### src/rtl/nqcpu_pkg.sv
// rtl/nqcpu_pkg.sv - shared FSM type and default parameters for the instruction prefetch unit
package nqcpu_pkg;

    localparam int DEF_ADDR_W   = 16;
    localparam int DEF_INSTR_W  = 16;
    localparam int DEF_DEPTH    = 4;
    localparam int DEF_PC_STEP  = 2;
    localparam int DEF_RESET_PC = 0;

    typedef enum logic [1:0] {
        IDLE,
        REQ,
        WAIT,
        DROP
    } pf_state_e;

endpackage

### src/rtl/fetch_fifo.sv
// rtl/fetch_fifo.sv - prefetch queue with flush and wrap-around pointers
module fetch_fifo #(
    parameter int DEPTH = 4,
    parameter int WIDTH = 32
) (
    input  logic                   clk,
    input  logic                   rst_n,
    input  logic                   flush_i,
    input  logic                   push_i,
    input  logic [WIDTH-1:0]       push_data_i,
    input  logic                   pop_i,
    output logic [WIDTH-1:0]       head_data_o,
    output logic                   empty_o,
    output logic [$clog2(DEPTH):0] count_o
);

    localparam int PTR_W = $clog2(DEPTH);
    localparam int CNT_W = PTR_W + 1;

    logic [WIDTH-1:0] mem_q [DEPTH];
    logic [PTR_W-1:0] rd_ptr_q, rd_ptr_d;
    logic [PTR_W-1:0] wr_ptr_q, wr_ptr_d;
    logic [CNT_W-1:0] count_q, count_d;
    logic             do_push;
    logic             do_pop;

    assign do_pop  = pop_i && (count_q != '0);
    assign do_push = push_i && (count_q != CNT_W'(DEPTH));

    always_comb begin
        rd_ptr_d = rd_ptr_q;
        wr_ptr_d = wr_ptr_q;
        count_d  = count_q;
        if (flush_i) begin
            rd_ptr_d = '0;
            wr_ptr_d = '0;
            count_d  = '0;
        end else begin
            if (do_push) begin
                wr_ptr_d = wr_ptr_q + PTR_W'(1);
            end
            if (do_pop) begin
                rd_ptr_d = rd_ptr_q + PTR_W'(1);
            end
            count_d = count_q + CNT_W'(do_push) - CNT_W'(do_pop);
        end
    end

    always_ff @(posedge clk) begin
        if (!rst_n) begin
            rd_ptr_q <= '0;
            wr_ptr_q <= '0;
            count_q  <= '0;
        end else begin
            rd_ptr_q <= rd_ptr_d;
            wr_ptr_q <= wr_ptr_d;
            count_q  <= count_d;
        end
    end

    // Storage needs no reset: the head is only meaningful while the queue is non-empty.
    always_ff @(posedge clk) begin
        if (do_push && !flush_i) begin
            mem_q[wr_ptr_q] <= push_data_i;
        end
    end

    assign head_data_o = mem_q[rd_ptr_q];
    assign empty_o     = (count_q == '0);
    assign count_o     = count_q;

endmodule

### src/rtl/prefetch_unit.sv
// rtl/prefetch_unit.sv - single-outstanding instruction prefetcher feeding a decoder queue
module prefetch_unit
    import nqcpu_pkg::*;
#(
    parameter int                ADDR_W   = DEF_ADDR_W,
    parameter int                INSTR_W  = DEF_INSTR_W,
    parameter int                DEPTH    = DEF_DEPTH,
    parameter int                PC_STEP  = DEF_PC_STEP,
    parameter logic [ADDR_W-1:0] RESET_PC = ADDR_W'(DEF_RESET_PC)
) (
    input  logic                   clk,
    input  logic                   rst_n,
    output logic                   mem_req,
    output logic [ADDR_W-1:0]      mem_addr,
    input  logic                   mem_gnt,
    input  logic                   mem_rvalid,
    input  logic [INSTR_W-1:0]     mem_rdata,
    output logic                   instr_valid,
    input  logic                   instr_ready,
    output logic [INSTR_W-1:0]     instr,
    output logic [ADDR_W-1:0]      instr_pc,
    input  logic                   redirect,
    input  logic [ADDR_W-1:0]      redirect_pc,
    output logic [$clog2(DEPTH):0] dbg_count
);

    localparam int CNT_W = $clog2(DEPTH) + 1;

    pf_state_e           state_q, state_d;
    logic [ADDR_W-1:0]   fetch_pc_q, fetch_pc_d;
    logic [ADDR_W-1:0]   mem_addr_q, mem_addr_d;
    logic                mem_req_q, mem_req_d;
    logic                push;
    logic                pop;
    logic                fifo_empty;
    logic [CNT_W-1:0]    fifo_count;
    logic [INSTR_W+ADDR_W-1:0] head_data;

    // Redirect wins over a pop: the queue is flushed anyway.
    assign pop = !fifo_empty && instr_ready && !redirect;

    always_comb begin
        state_d    = state_q;
        fetch_pc_d = fetch_pc_q;
        mem_addr_d = mem_addr_q;
        mem_req_d  = mem_req_q;
        push       = 1'b0;
        unique case (state_q)
            IDLE: begin
                if (!redirect && (int'(fifo_count) + 1 <= DEPTH)) begin
                    state_d    = REQ;
                    mem_req_d  = 1'b1;
                    mem_addr_d = fetch_pc_q;
                end
            end
            REQ: begin
                if (mem_gnt) begin
                    mem_req_d  = 1'b0;
                    fetch_pc_d = fetch_pc_q + ADDR_W'(PC_STEP);
                    state_d    = redirect ? DROP : WAIT;
                end else if (redirect) begin
                    state_d = DROP;
                end
            end
            WAIT: begin
                if (mem_rvalid) begin
                    push    = !redirect;
                    state_d = IDLE;
                end else if (redirect) begin
                    state_d = DROP;
                end
            end
            DROP: begin
                // A request caught by redirect before its grant is still owed to memory.
                if (mem_req_q) begin
                    if (mem_gnt) begin
                        mem_req_d = 1'b0;
                    end
                end else if (mem_rvalid) begin
                    state_d = IDLE;
                end
            end
            default: state_d = IDLE;
        endcase
        if (redirect) begin
            fetch_pc_d = redirect_pc;
        end
    end

    always_ff @(posedge clk) begin
        if (!rst_n) begin
            state_q    <= IDLE;
            fetch_pc_q <= RESET_PC;
            mem_addr_q <= RESET_PC;
            mem_req_q  <= 1'b0;
        end else begin
            state_q    <= state_d;
            fetch_pc_q <= fetch_pc_d;
            mem_addr_q <= mem_addr_d;
            mem_req_q  <= mem_req_d;
        end
    end

    fetch_fifo #(
        .DEPTH (DEPTH),
        .WIDTH (INSTR_W + ADDR_W)
    ) u_fifo (
        .clk         (clk),
        .rst_n       (rst_n),
        .flush_i     (redirect),
        .push_i      (push),
        .push_data_i ({mem_rdata, mem_addr_q}),
        .pop_i       (pop),
        .head_data_o (head_data),
        .empty_o     (fifo_empty),
        .count_o     (fifo_count)
    );

    assign mem_req     = mem_req_q;
    assign mem_addr    = mem_addr_q;
    assign instr_valid = !fifo_empty;
    assign instr       = head_data[INSTR_W+ADDR_W-1:ADDR_W];
    assign instr_pc    = head_data[ADDR_W-1:0];
    assign dbg_count   = fifo_count;

endmodule

### config.mk
export PLATFORM = sky130hd
export DESIGN_NAME = prefetch_unit
export DESIGN_NICKNAME = d
export VERILOG_FILES = /design/src/rtl/nqcpu_pkg.sv /design/src/rtl/fetch_fifo.sv /design/src/rtl/prefetch_unit.sv
export SDC_FILE = /design/constraint.sdc
export NUM_CORES = 1
export LEC_CHECK = 0
export ABC_AREA = 1
export BUFFER_PORTS_ARGS = -buffer_cell sky130_fd_sc_hd__buf_2
export CORE_UTILIZATION = 62
export DETAILED_ROUTE_END_ITERATION = 6
export PLACE_DENSITY_LB_ADDON = 0.08
export SYNTH_ARGS = -nofsm -noshare
export SYNTH_HDL_FRONTEND = slang
export SYNTH_HIERARCHICAL = 1
export SYNTH_SLANG_ARGS = --single-unit
### constraint.sdc
create_clock -name clk -period 7.3 [get_ports clk]
set_clock_uncertainty 0.05 [all_clocks]
set_input_delay 1.46 -clock clk [delete_from_list [all_inputs] [get_ports clk]]
set_output_delay 1.46 -clock clk [all_outputs]
set_load 0.05 [all_outputs]
==> out/metrics.cfg <==
[run_status]
status=finished clean

[cts]
clkSinkCount=172
cts_tree=built
clock_latency_ns=0.42
cts_buffers=17
cts-root-buf=clkbuf_16
ctsHoldBuffers=0
path_clk_slew_ns=0.06
cts_max_level=4
clk_path_buf_depth=2
cts_resized=0
post_cts_buffers=0

[global_route]
antenna_found_initial=0
grt_pass1_wl_um=21900
grt-ovfl-total=0
grt_max_degree=65
grtUsageTotal_pct=24.9
grt_pass1_vias=4703

[setup_path]
r2r-end=u_fifo/mem_q[0][14]$_DFFE_PP_
r2r_setup_slack_ns=4.28
worstSetupPathType=flip-flop to output pin
critPathTopFamily=flip-flops
rr_worst_depth=6
worstSetupEndpointType=output pin
crit_path_start_kind=flip-flop
path_cells=inv_2, o21ai_1, o22ai_1, buf_2
reg2reg_from=state_q[1]$_SDFFE_PN0P_
required_ns=5.79
worstPathMaxFanout=33
critPathMaxStageDelay_ns=1.07
cp_slowest_cell=dfxtp_1
arrival_ns=2.64
worst-path-buf-inv=2

[yosys]
synth_nets=686
yosysMostFrequentCell=edfxtp_1
netlist_area_sq_um=7140
synth_flop_cell=edfxtp_1
synthArstFlopShare_pct=0
synth_compound_area_share_pct=13.0
synth_fa_ha_area_share_pct=1.51
ys_seq_area_share_pct=66.1
yosys-top-cells-area=edfxtp_1 (54%), dfxtp_1 (12%), nor2_1 (6.6%)
yosys.cell_types.count=38
syn_area_per_cell_sq_um=11.2
synthTopCellsByCount=edfxtp_1 (128), nor2_1 (126), o21ai_0 (62), nand2_1 (45), dfxtp_1 (44)
synth-xor-area-share_pct=0
synth_enable_flop_cells=128
yosysWarnings=6
yosysTopAreaCellShare_pct=53.8
yosys.area.top_type=edfxtp_1
synth_simple_gate_area_share_pct=13.4
synth_top_family_by_area=simple AND/OR/NAND/NOR gates
ys_seq_elements=172
yosys-mux-area-fraction_pct=0
syn_inst=640

[finish]
areaGrowthSynthToFinish_pct=13.9
nets=765
design_area_sq_um=8130
instances_no_fill=872
diodes=0
drive_above_1_share_pct=20.6

[pwr]
cellPowerDensity_nw_per_um2=264
ir_drop_uv=309
total_leakage_power_nw=2.98

[hold_path]
min_to=mem_req$_SDFFE_PN0P_
hold_path_depth=2
worst_hold_path_type=flip-flop to flip-flop
hp-start=mem_req$_SDFFE_PN0P_

[sta]
fin_crit_ns=4.15
drv_slew=0
worst_pin_slew_ns=1.14
clock.fmax_mhz=241
setup_viol=0
grt_setup_unrepaired=false
fin_tns_setup_ns=0
fin_crit_sh_pct=56.8
final-hold-violation-count=0
slew-limit-headroom_pct=24.2

[place]
placed_cell_area_sq_um=7560
portBuffers=90
hpwl_um=8570
place_congestion=0.865
place_inst=840

[floorplan]
die_y_um=109
pin_count=91
fp-row-count=38
start_util_pct=64.8
dieWidth_um=109
core-area_sq_um=11000
dieArea_sq_um=12000

[route]
wl_per_cell_um=16.1
avgViaCountPerCell=5.66
drtIter0Drc=301
vias=4933
routed_wl_um=14000
drc=0
drtAntennaViolNets=0
dr.pass1.iters=5

[flow_run]
cap_violations=0

## flip-flops by register name, indices dropped and copies added, names as in the netlist, named ones only
register,cells
u_fifo/wr_ptr_q,2
u_fifo/count_o,3
fetch_pc_q,16
state_q,2
u_fifo/rd_ptr_q,2
mem_req,1
u_fifo/mem_q,128
mem_addr,16
## worst max path at each step
stage / startpoint / end / cells after the start
finish: flip-flop / instr_pc[6] / 4
global route: flip-flop / instr_pc[0] / 4
CTS: flip-flop / instr_pc[6] / 4
detailed placement: redirect / u_fifo/mem_q[0][14]$_DFFE_PP_ / 4
global placement: redirect / u_fifo/mem_q[0][14]$_DFFE_PP_ / 4
floorplan: redirect / u_fifo/mem_q[0][0]$_DFFE_PP_ / 5
## kinds of logic after synthesis
| family | count (synthesis) |
|---|---|
| AO/OA/AOI/OAI | 168 |
| adder cells (fa/ha/maj) | 8 |
| buffers and inverters | 72 |
| flip-flops | 172 |
| AND/OR/NAND/NOR | 220 |
## worst min-delay path, delay by kind of cell, from the launching register on
kind / cells / cell delay (ns)
DFF: 1 / 0.32
AOI/OAI and AO/OA: 1 / 0.05
buffers and inverters: 1 / 0.05
## cells in the final DEF (no fill, tap or decap), drive strengths merged
cell	synthesis	final
a311oi	1	1
fa	1	1
nor2	129	129
a221oi	2	2
inv	41	43
clkinvlp	0	2
nor3	6	6
or2	1	1
clkbuf	5	17
o211ai	5	5
nor4	1	1
nand3	23	23
a21oi	33	33
bufinv	0	2
buf	26	91
nand3b	1	1
edfxtp	128	128
o21a	3	3
ha	7	7
a211oi	1	1
nand4	4	4
nand2	55	55
dfxtp	44	44
o21ai	90	90
a31oi	1	1
o22ai	32	32
clkinv	0	9
## report_power, final
group	internal, mW	leakage [nW]	switching, mW
Sequential	1.08	1.53	0.0309
Combinational	0.0459	1.18	0.125
Clock	0.502	0.280	0.360
## metal layers
metal / part of all wire (%) / track usage [%] / routed length (um)
met1: 42 / 30.1 / 5860
met2: 50 / 42.4 / 7050
met3: 6.1 / 6.64 / 856
met4: 1.8 / 10.2 / 256
met5: 0 / 0 / 0
## metrics by stage
step / utilization, % / power (mW) / worst slack (ns) / hold WS [ns]
CTS: 73.7 / 2.16 / 3.13 / 0.426
detailed placement: 68.5 / 1.30 / 3.20 / 0.416
finish: 73.7 / 2.15 / 3.15 / 0.417
floorplan: - / 1.26 / 3.08 / 0.398
global route: 73.7 / 2.22 / 2.98 / 0.450
global placement: 68.5 / 1.30 / 3.34 / 0.400
## cell type report
class	count	area, sq um
repair buffers	91	458
flip-flops and latches	172	4730
well taps	140	175
fillers	771	2900
multi-input cells	396	2020
clock buffers	17	425
clock inverters	15	149
inverters	41	176
(Power assumes the default switching activity.)
